`src/rtl/pmod_frame_receiver.sv`:
```
// pmod_frame_receiver
//   Receiver for the 3-wire PMOD serial link (cs_n active low, sdata, sclk).
//   The link is oversampled with CLK. Each frame is rebuilt into a parallel word.
//   The word is offered on a valid/ready interface.
//   Frames whose bit count is not WIDTH are flagged with frame_err.
//
// Ports
//   CLK         system clock (sclk must be at most CLK/8)
//   RST         asynchronous active-high reset
//   cs_n        link chip select, active low, asynchronous
//   sdata       link data, asynchronous
//   sclk        link serial clock, asynchronous
//   dout        received word, held stable while dout_valid is high
//   dout_valid  dout holds an unconsumed word
//   dout_ready  consumer accepts dout
//   frame_err   one-cycle pulse on a frame with a bad bit count
//   overrun     sticky: a good frame was dropped because dout_valid was high
//   busy        high while a frame is being shifted in
//   good_cnt    (PMOD_RX_STATS_EN only) count of good frames, wraps
//   err_cnt     (PMOD_RX_STATS_EN only) count of frame_err pulses, wraps
//
// Optional feature macro: PMOD_RX_STATS_EN
module pmod_frame_receiver #(
    parameter int WIDTH          = 16,
    parameter int LSB_FIRST      = 1,
    parameter int SAMPLE_ON_FALL = 1,
    parameter int SYNC_STAGES    = 2
) (
    input  logic             CLK,
    input  logic             RST,
    input  logic             cs_n,
    input  logic             sdata,
    input  logic             sclk,
    output logic [WIDTH-1:0] dout,
    output logic             dout_valid,
    input  logic             dout_ready,
    output logic             frame_err,
    output logic             overrun,
`ifdef PMOD_RX_STATS_EN
    output logic [15:0]      good_cnt,
    output logic [15:0]      err_cnt,
`endif
    output logic             busy
);

    localparam int CW = $clog2(WIDTH + 2);

    typedef enum logic [1:0] {ARM, IDLE, SHIFT, CHECK} state_t;

    state_t state_q, state_d;

    logic [SYNC_STAGES-1:0] cs_sync, sd_sync, sck_sync;
    logic                   cs_dly, sck_dly;
    logic                   cs_rise_p1, cs_fall_p1, sck_edge_p1, sd_p1;
    logic                   cs_lvl, sck_lvl;

    logic [WIDTH-1:0]       shreg;
    logic [CW-1:0]          cnt;
    logic [CW-1:0]          shamt;
    logic [WIDTH-1:0]       mask;
    logic                   start, capture, in_check, good;

    assign cs_lvl  = cs_sync[SYNC_STAGES-1];
    assign sck_lvl = sck_sync[SYNC_STAGES-1];

    // Synchroniser stage: the chains reset to 0 so that a cs_n that is
    // still low at reset release looks like a frame in flight and is
    // discarded by ARM rather than seen as a fresh falling edge.
    always_ff @(posedge CLK or posedge RST) begin
        if (RST) begin
            cs_sync     <= '0;
            sd_sync     <= '0;
            sck_sync    <= '0;
            cs_dly      <= 1'b0;
            sck_dly     <= 1'b0;
            cs_rise_p1  <= 1'b0;
            cs_fall_p1  <= 1'b0;
            sck_edge_p1 <= 1'b0;
            sd_p1       <= 1'b0;
        end else begin
            cs_sync     <= {cs_sync[SYNC_STAGES-2:0], cs_n};
            sd_sync     <= {sd_sync[SYNC_STAGES-2:0], sdata};
            sck_sync    <= {sck_sync[SYNC_STAGES-2:0], sclk};
            cs_dly      <= cs_lvl;
            sck_dly     <= sck_lvl;
            cs_rise_p1  <= cs_lvl & ~cs_dly;
            cs_fall_p1  <= ~cs_lvl & cs_dly;
            sck_edge_p1 <= (SAMPLE_ON_FALL != 0) ? (~sck_lvl & sck_dly)
                                                 : (sck_lvl & ~sck_dly);
            // registered alongside the edge pulse so data stays aligned
            sd_p1       <= sd_sync[SYNC_STAGES-1];
        end
    end

    always_ff @(posedge CLK or posedge RST) begin
        if (RST) state_q <= ARM;
        else     state_q <= state_d;
    end

    always_comb begin
        state_d  = state_q;
        start    = 1'b0;
        capture  = 1'b0;
        in_check = 1'b0;
        case (state_q)
            ARM:   if (cs_lvl) state_d = IDLE;
            IDLE:  if (cs_fall_p1) begin
                       start   = 1'b1;
                       state_d = SHIFT;
                   end
            SHIFT: begin
                       // a sample edge in the same cycle as cs_n rising is
                       // still captured before the frame is checked
                       capture = sck_edge_p1;
                       if (cs_rise_p1) state_d = CHECK;
                   end
            CHECK: begin
                       in_check = 1'b1;
                       state_d  = IDLE;
                   end
            default: state_d = ARM;
        endcase
    end

    assign good  = in_check && (cnt == CW'(WIDTH));
    assign busy  = (state_q == SHIFT);
    assign shamt = (LSB_FIRST != 0) ? cnt : (CW'(WIDTH - 1) - cnt);
    assign mask  = {{(WIDTH-1){1'b0}}, 1'b1} << shamt;

    // Shift / output stage
    always_ff @(posedge CLK or posedge RST) begin
        if (RST) begin
            shreg      <= '0;
            cnt        <= '0;
            dout       <= '0;
            dout_valid <= 1'b0;
            frame_err  <= 1'b0;
            overrun    <= 1'b0;
        end else begin
            frame_err <= in_check & ~good;

            if (start) begin
                shreg <= '0;
                cnt   <= '0;
            end else if (capture) begin
                // bits beyond WIDTH only matter for the count
                if (cnt < CW'(WIDTH))
                    shreg <= sd_p1 ? (shreg | mask) : (shreg & ~mask);
                if (cnt != CW'(WIDTH + 1))
                    cnt <= cnt + 1'b1;
            end

            // a handshake in the CHECK cycle frees dout for the new word
            if (good && (!dout_valid || dout_ready)) begin
                dout       <= shreg;
                dout_valid <= 1'b1;
            end else begin
                if (good)
                    overrun <= 1'b1;
                if (dout_valid && dout_ready)
                    dout_valid <= 1'b0;
            end
        end
    end

`ifdef PMOD_RX_STATS_EN
    always_ff @(posedge CLK or posedge RST) begin
        if (RST) begin
            good_cnt <= '0;
            err_cnt  <= '0;
        end else begin
            if (good)
                good_cnt <= good_cnt + 16'd1;
            if (in_check && !good)
                err_cnt <= err_cnt + 16'd1;
        end
    end
`endif

endmodule
```
`config.mk`:
```
export PLATFORM = sky130hd
export DESIGN_NAME = pmod_frame_receiver
export DESIGN_NICKNAME = d
export VERILOG_FILES = /design/src/rtl/pmod_frame_receiver.sv
export SDC_FILE = /design/constraint.sdc
export NUM_CORES = 1
export LEC_CHECK = 0
export CORE_ASPECT_RATIO = 1.2
export CORE_UTILIZATION = 33
export DETAILED_ROUTE_END_ITERATION = 16
export HOLD_SLACK_MARGIN = 0.15
export MAX_ROUTING_LAYER = met4
export RECOVER_POWER = 100
export SYNTH_ARGS = -nofsm -noshare
export SYNTH_HDL_FRONTEND = slang
export SYNTH_SLANG_ARGS = --single-unit
```
`constraint.sdc`:
```
create_clock -name CLK -period 1.9 [get_ports CLK]
set_input_delay 0.285 -clock CLK [delete_from_list [all_inputs] [get_ports CLK]]
set_output_delay 0.285 -clock CLK [all_outputs]
set_load 0.05 [all_outputs]
```
Yosys cells after proc, flatten, opt, wreduce, memory -nomap -nowiden

Index checks and enable logic that the tools add are counted.

Flip-flop bits (word level): 54
Bits in latches: 0
ROM bits: 0
Bits in writable memories: 0
Logic and storage cells: 70
Bits of input ports: 6
Memories: 0

Order comparisons: 1
Muxes and demuxes: 17
Add/subtract/negate cells: 1
Bitwise logic cells: 12
Equal/unequal tests: 8
Reduce and logical (&&, ||, !) cells: 14
$mul: 0
Div/mod/pow operators: 0
Shifts and indexed selects: 1

Operators with widths:

| kind                                                                | count |
|---|---|
| 16-bit two-way mux                                                  | 4 |
| 16-bit bitwise AND                                                  | 1 |
| 16-bit NOT                                                          | 1 |
| 16-bit OR                                                           | 1 |
| 1-bit by 5-bit << shifter with 16-bit output (first input constant) | 1 |
| 5-bit two-way mux                                                   | 3 |
| 2-bit one-hot mux with 4 select lines                               | 1 |
| 2-bit nonzero test                                                  | 4 |
| 1-bit two-way mux                                                   | 6 |
| 2-bit two-way mux                                                   | 3 |
| 2-bit AND reduction                                                 | 3 |
| 5-bit by 1-bit adder with 5-bit output (second input constant)      | 1 |
| 5-bit == test (second input constant)                               | 1 |
| 5-bit < comparator (second input constant)                          | 1 |
| 5-bit != test (second input constant)                               | 1 |
| 1-bit NOT                                                           | 5 |
| 1-bit bitwise AND                                                   | 4 |
| 2-bit == test (second input constant)                               | 2 |
| 2-bit != test (second input constant)                               | 2 |
| 1-bit logical AND                                                   | 3 |
| 3-bit AND reduction                                                 | 1 |
| 2-bit by 1-bit == test with 1-bit output (second input constant)    | 1 |
| 2-bit logical NOT                                                   | 1 |
| 2-bit by 1-bit != test with 1-bit output (second input constant)    | 1 |
| other kinds (2)                                                     | 2 |

Depth between registers and ports, before layout

Gate-level depths: netlist of run 1.

Word-level depth: 7
Depth in mapped cells: 6

Worst setup path after synthesis of run 1

Ideal clock, no wire load.

Kind: flip-flop to flip-flop
From: reg state_q[0]
To: reg shreg[4]
Data arrival time: 1.764 ns
Stages on the path, launching flop included: 7
Path slack: -0.001 ns
Cells stage by stage: dfrtp_1 inv_1 ha_1 and4bb_2 clkbuf_1 nand3_1 mux2i_1

Longest elaborated chain between the ends: 4

Ends and longest elaborated chain:

| element                       | RTL line | RTL |
|---|---|---|
| from (decl)                   | 50       | `state_t state_q, state_d;` |
| from (signal assigned)        | 97       | `else state_q <= state_d;` |
| 2-bit == test                 | --       |  |
| via busy                      | 43       | `output logic busy` |
| 1-bit two-way mux             | 105      | `case (state_q)` |
| 2-bit nonzero test (no line)  | --       |  |
| 2-bit AND reduction (no line) | --       |  |
| to (signal assigned)          | 148      | `shreg <= sd_p1 ? (shreg \| mask) : (shreg & ~mask);` |
| to (decl)                     | 57       | `logic [WIDTH-1:0] shreg;` |

The timed path passes the listed nets, and every way through them passes these cells.
A chain may end at the register's enable or synchronous reset.

Worst setup path in the final report of run 1

From: reg dout[0]
To: out dout[0]

RTL lines:

| element                | RTL line | RTL |
|---|---|---|
| from (decl)            | 34       | `output logic [WIDTH-1:0] dout,` |
| from (signal assigned) | 155      | `dout <= shreg;` |

No word-level cell between the ends.

==> impl_metrics.toml, run 1 <==
[run_status]
status = "completed"

[routing]
routed_via_density = 4.53
drc = 0
wire_per_inst_um = 12.9
drt_iter0_markers = 113
ant_nets = 0
routed-via-count = 1372
first_pass_iters = 4
totalWireLength_um = 3920

[logic_synthesis]
synth_ff_type = "dfrtp_1"
yosysWarnings = 0
synth_edf_count = 0
ys_seq_area_share_pct = 58.3
syn_area_sq_um = 2320
ys_types = 25
async_flop_share_pct = 100
synth_cells = 184
synth-seq-cells = 54
avgSynthCellArea_sq_um = 12.6
synth_area_leaders = "dfrtp_1 58%, mux2i_1 7.3%, mux2_4 6.5%, nand2_1 5.7%, ha_1 5.4%"
synth_common_cells = "54 x dfrtp_1, 35 x nand2_1, 17 x mux2i_1, 10 x ha_1, 10 x mux2_4"
yosysTopAreaCellShare_pct = 58.3
yosysMostFrequentCell = "dfrtp_1"
syn_nets = 200
synth_top_cell_by_area = "dfrtp_1"

[clock_network]
insertion_delay_ns = 0.31
postCtsSetupBuffers = 0
clk_pin_slew_ns = 0.11
htree_levels = 2
cts_buffers = 5
root_buffer = "clkbuf_8"
cts_buffer_depth = 2
cts_tree = "built"
cts_resized = 0
hold_buffers = 0
clock-sinks = 54

[finish]
syn2layout_area_growth_pct = 20.3
diodes = 0
nFillCells = 678
nNetsFinal = 231
multi_input_area_sq_um = 883
drive_gt1_share_pct = 13.4
register_area_sq_um = 1350

[sta]
setup-tns-final_ns = 0
maxSlewViolCount = 0
final.setup_skew_ns = 0.0158
fin_crit_sh_pct = 96.3
hold_viol = 0
slew_headroom_pct = 63.4
worstMarginPinSlew_ns = 0.550
fin_crit_ns = 1.83
fmax_mhz = 547
holdWs_ns = 0.356
rsz0062_at_grt = "false"
setup_viol = 0

[critical_path]
crit_chain = "dlygate4sd3_1"
required_ns = 1.62
critPathArrivalTime_ns = 1.54
slowest_delay_ns = 0.87
startpoint_type = "flop"
critPathSlowestCell = "dlygate4sd3_1"
criticalPathCategory = "flop to output port"
r2r-start = "cnt[0]$_DFFE_PP0P_"
crit_buf_inv = 1
r2r-end = "dout[6]$_DFFE_PP0P_"
critPathTopFamily = "buffers and inverters"
reg2reg_depth = 6
end_kind = "output port"
rrSetupSlack_ns = 0.14
worstSetupPathDepth = 1
worst-path-max-fanout = 2

[power]
cellPowerDensity_nw_per_um2 = 945
leakagePower_uw = 0.00141
peakVddDrop_v = 0.000599

[grt]
grt_max_degree = 42
first_global_vias = 1433
overflow = 0
antenna_found_initial = 0
grt_pass1_wl_um = 6930
grt.total_usage_pct = 12.6

[floorplan]
ios = 26
fp.dieArea_sq_um = 7370
initial_core_util_pct = 34.0
rows = 33
coreArea_sq_um = 6810
die_h_um = 93.8
die_w_um = 78.5

[min_path]
min_to = "sd_sync[1]$_DFF_PP0_"
min_path_type = "flop to flop"
whs_path_depth = 0
worstHoldStart = "sd_sync[0]$_DFF_PP0_"

[run]
cap_violations = 0

[place]
gp_congestion = 0.891
post-dp-hpwl_um = 2620
io_buffer_count = 25
## where the power goes
group | internal, uW | switching [uW] | total (uW) | leakage (uW)
Combinational | 230 | 342 | 572 | 0.000638
Sequential | 1230 | 59.8 | 1290 | 0.000722
Clock | 392 | 384 | 776 | 0.0000504
## state kept, by name, indices dropped and copies added (netlist names)
| name | cells |
|---|---|
| sd_p1 | 1 |
| sck_sync | 2 |
| overrun | 1 |
| sd_sync | 2 |
| frame_err | 1 |
| dout_valid | 1 |
| shreg | 16 |
| cs_sync | 2 |
| dout | 16 |
| cs_rise_p1 | 1 |
| sck_dly | 1 |
| cnt | 5 |
| cs_fall_p1 | 1 |
| state_q | 2 |
| cs_dly | 1 |
| sck_edge_p1 | 1 |
## cells in the final DEF (no fill, tap or decap), types with 2 or more instances in the layout
cell             synthesis  final
inv_1                    9      9
mux2_1                   0      6
a21oi_1                  4      4
clkinvlp_4               0      2
o21ai_0                  3      3
buf_4                    0      2
clkdlybuf4s50_1          0     12
dlygate4sd3_1            0     12
mux2i_1                 17     17
and4bb_2                 3      2
nand3_1                  7      7
clkbuf_8                 0      5
or3_1                    4      4
nor2b_1                  5      5
ha_1                    10      9
nand2_1                 35     35
dfrtp_1                 54     54
mux2_2                   7      7
mux2_4                  10      4
## cell families after synthesis
family,after synthesis,synth area share [%]
AND/OR/NAND/NOR,60,13.4
AO/OA/AOI/OAI,11,2.91
buffers and inverters,15,2.75
flip-flops,54,58.3
adder cells (fa/ha/maj),10,5.40
multiplexers,34,17.2
## cell type report
type	count	share of cell area, %
clock inverter	3	1.61
sequential	54	48.4
timing repair buffer	30	10.7
multi-input combinational	115	31.7
tap	87	3.90
clock buffer	5	2.47
inverter	9	1.21
## through the flow
step	cells	cell area (sq um)	setup slack (ns)	util [%]	total power [uW]
floorplan	184	2320	0.191	-	1720
global placement	293	2700	0.133	39.6	1900
detailed placement	293	2700	0.0802	39.6	1910
CTS	301	2810	0.0576	41.2	2690
global route	303	2790	0.0225	41.0	2810
finish	303	2790	0.0707	41.0	2640
## worst register-to-register path, cell delays in order (launching register included)
cell      delay (ns)
dfrtp_1         0.44
inv_1           0.11
ha_1            0.21
and4bb_1        0.31
nand3_4         0.10
buf_6           0.16
mux2_1          0.32
## worst max-delay path by stage
| stage | startpoint | end | slack, ns |
|---|---|---|---|
| finish | dout[0]$_DFFE_PP0P_ | dout[0] | 0.07 |
| floorplan | state_q[0]$_DFFE_PP0P_ | shreg[4]$_DFFE_PP0P_ | 0.19 |
| global route | cnt[0]$_DFFE_PP0P_ | dout[3]$_DFFE_PP0P_ | 0.02 |
| global placement | cnt[0]$_DFFE_PP0P_ | dout[8]$_DFFE_PP0P_ | 0.13 |
| CTS | cnt[0]$_DFFE_PP0P_ | dout[7]$_DFFE_PP0P_ | 0.06 |
| detailed placement | cnt[0]$_DFFE_PP0P_ | dout[7]$_DFFE_PP0P_ | 0.08 |
## per-layer routing
metal  share of wire, %  track usage (%)  vias up
met5                  0                -        -
met1                 47             16.8      656
met2                 48             18.1       28
met3                2.9             2.91        8
met4                2.3             6.17        0
li1                   -                -      680
Note: power is estimated with default switching activity, not from simulation.
==> inputs of run 2 (changes only) <==
- CAP_MARGIN: not set -> 20
==> results of run 2 <==
The final DEF is identical to that of run 1; final timing and power are the same.
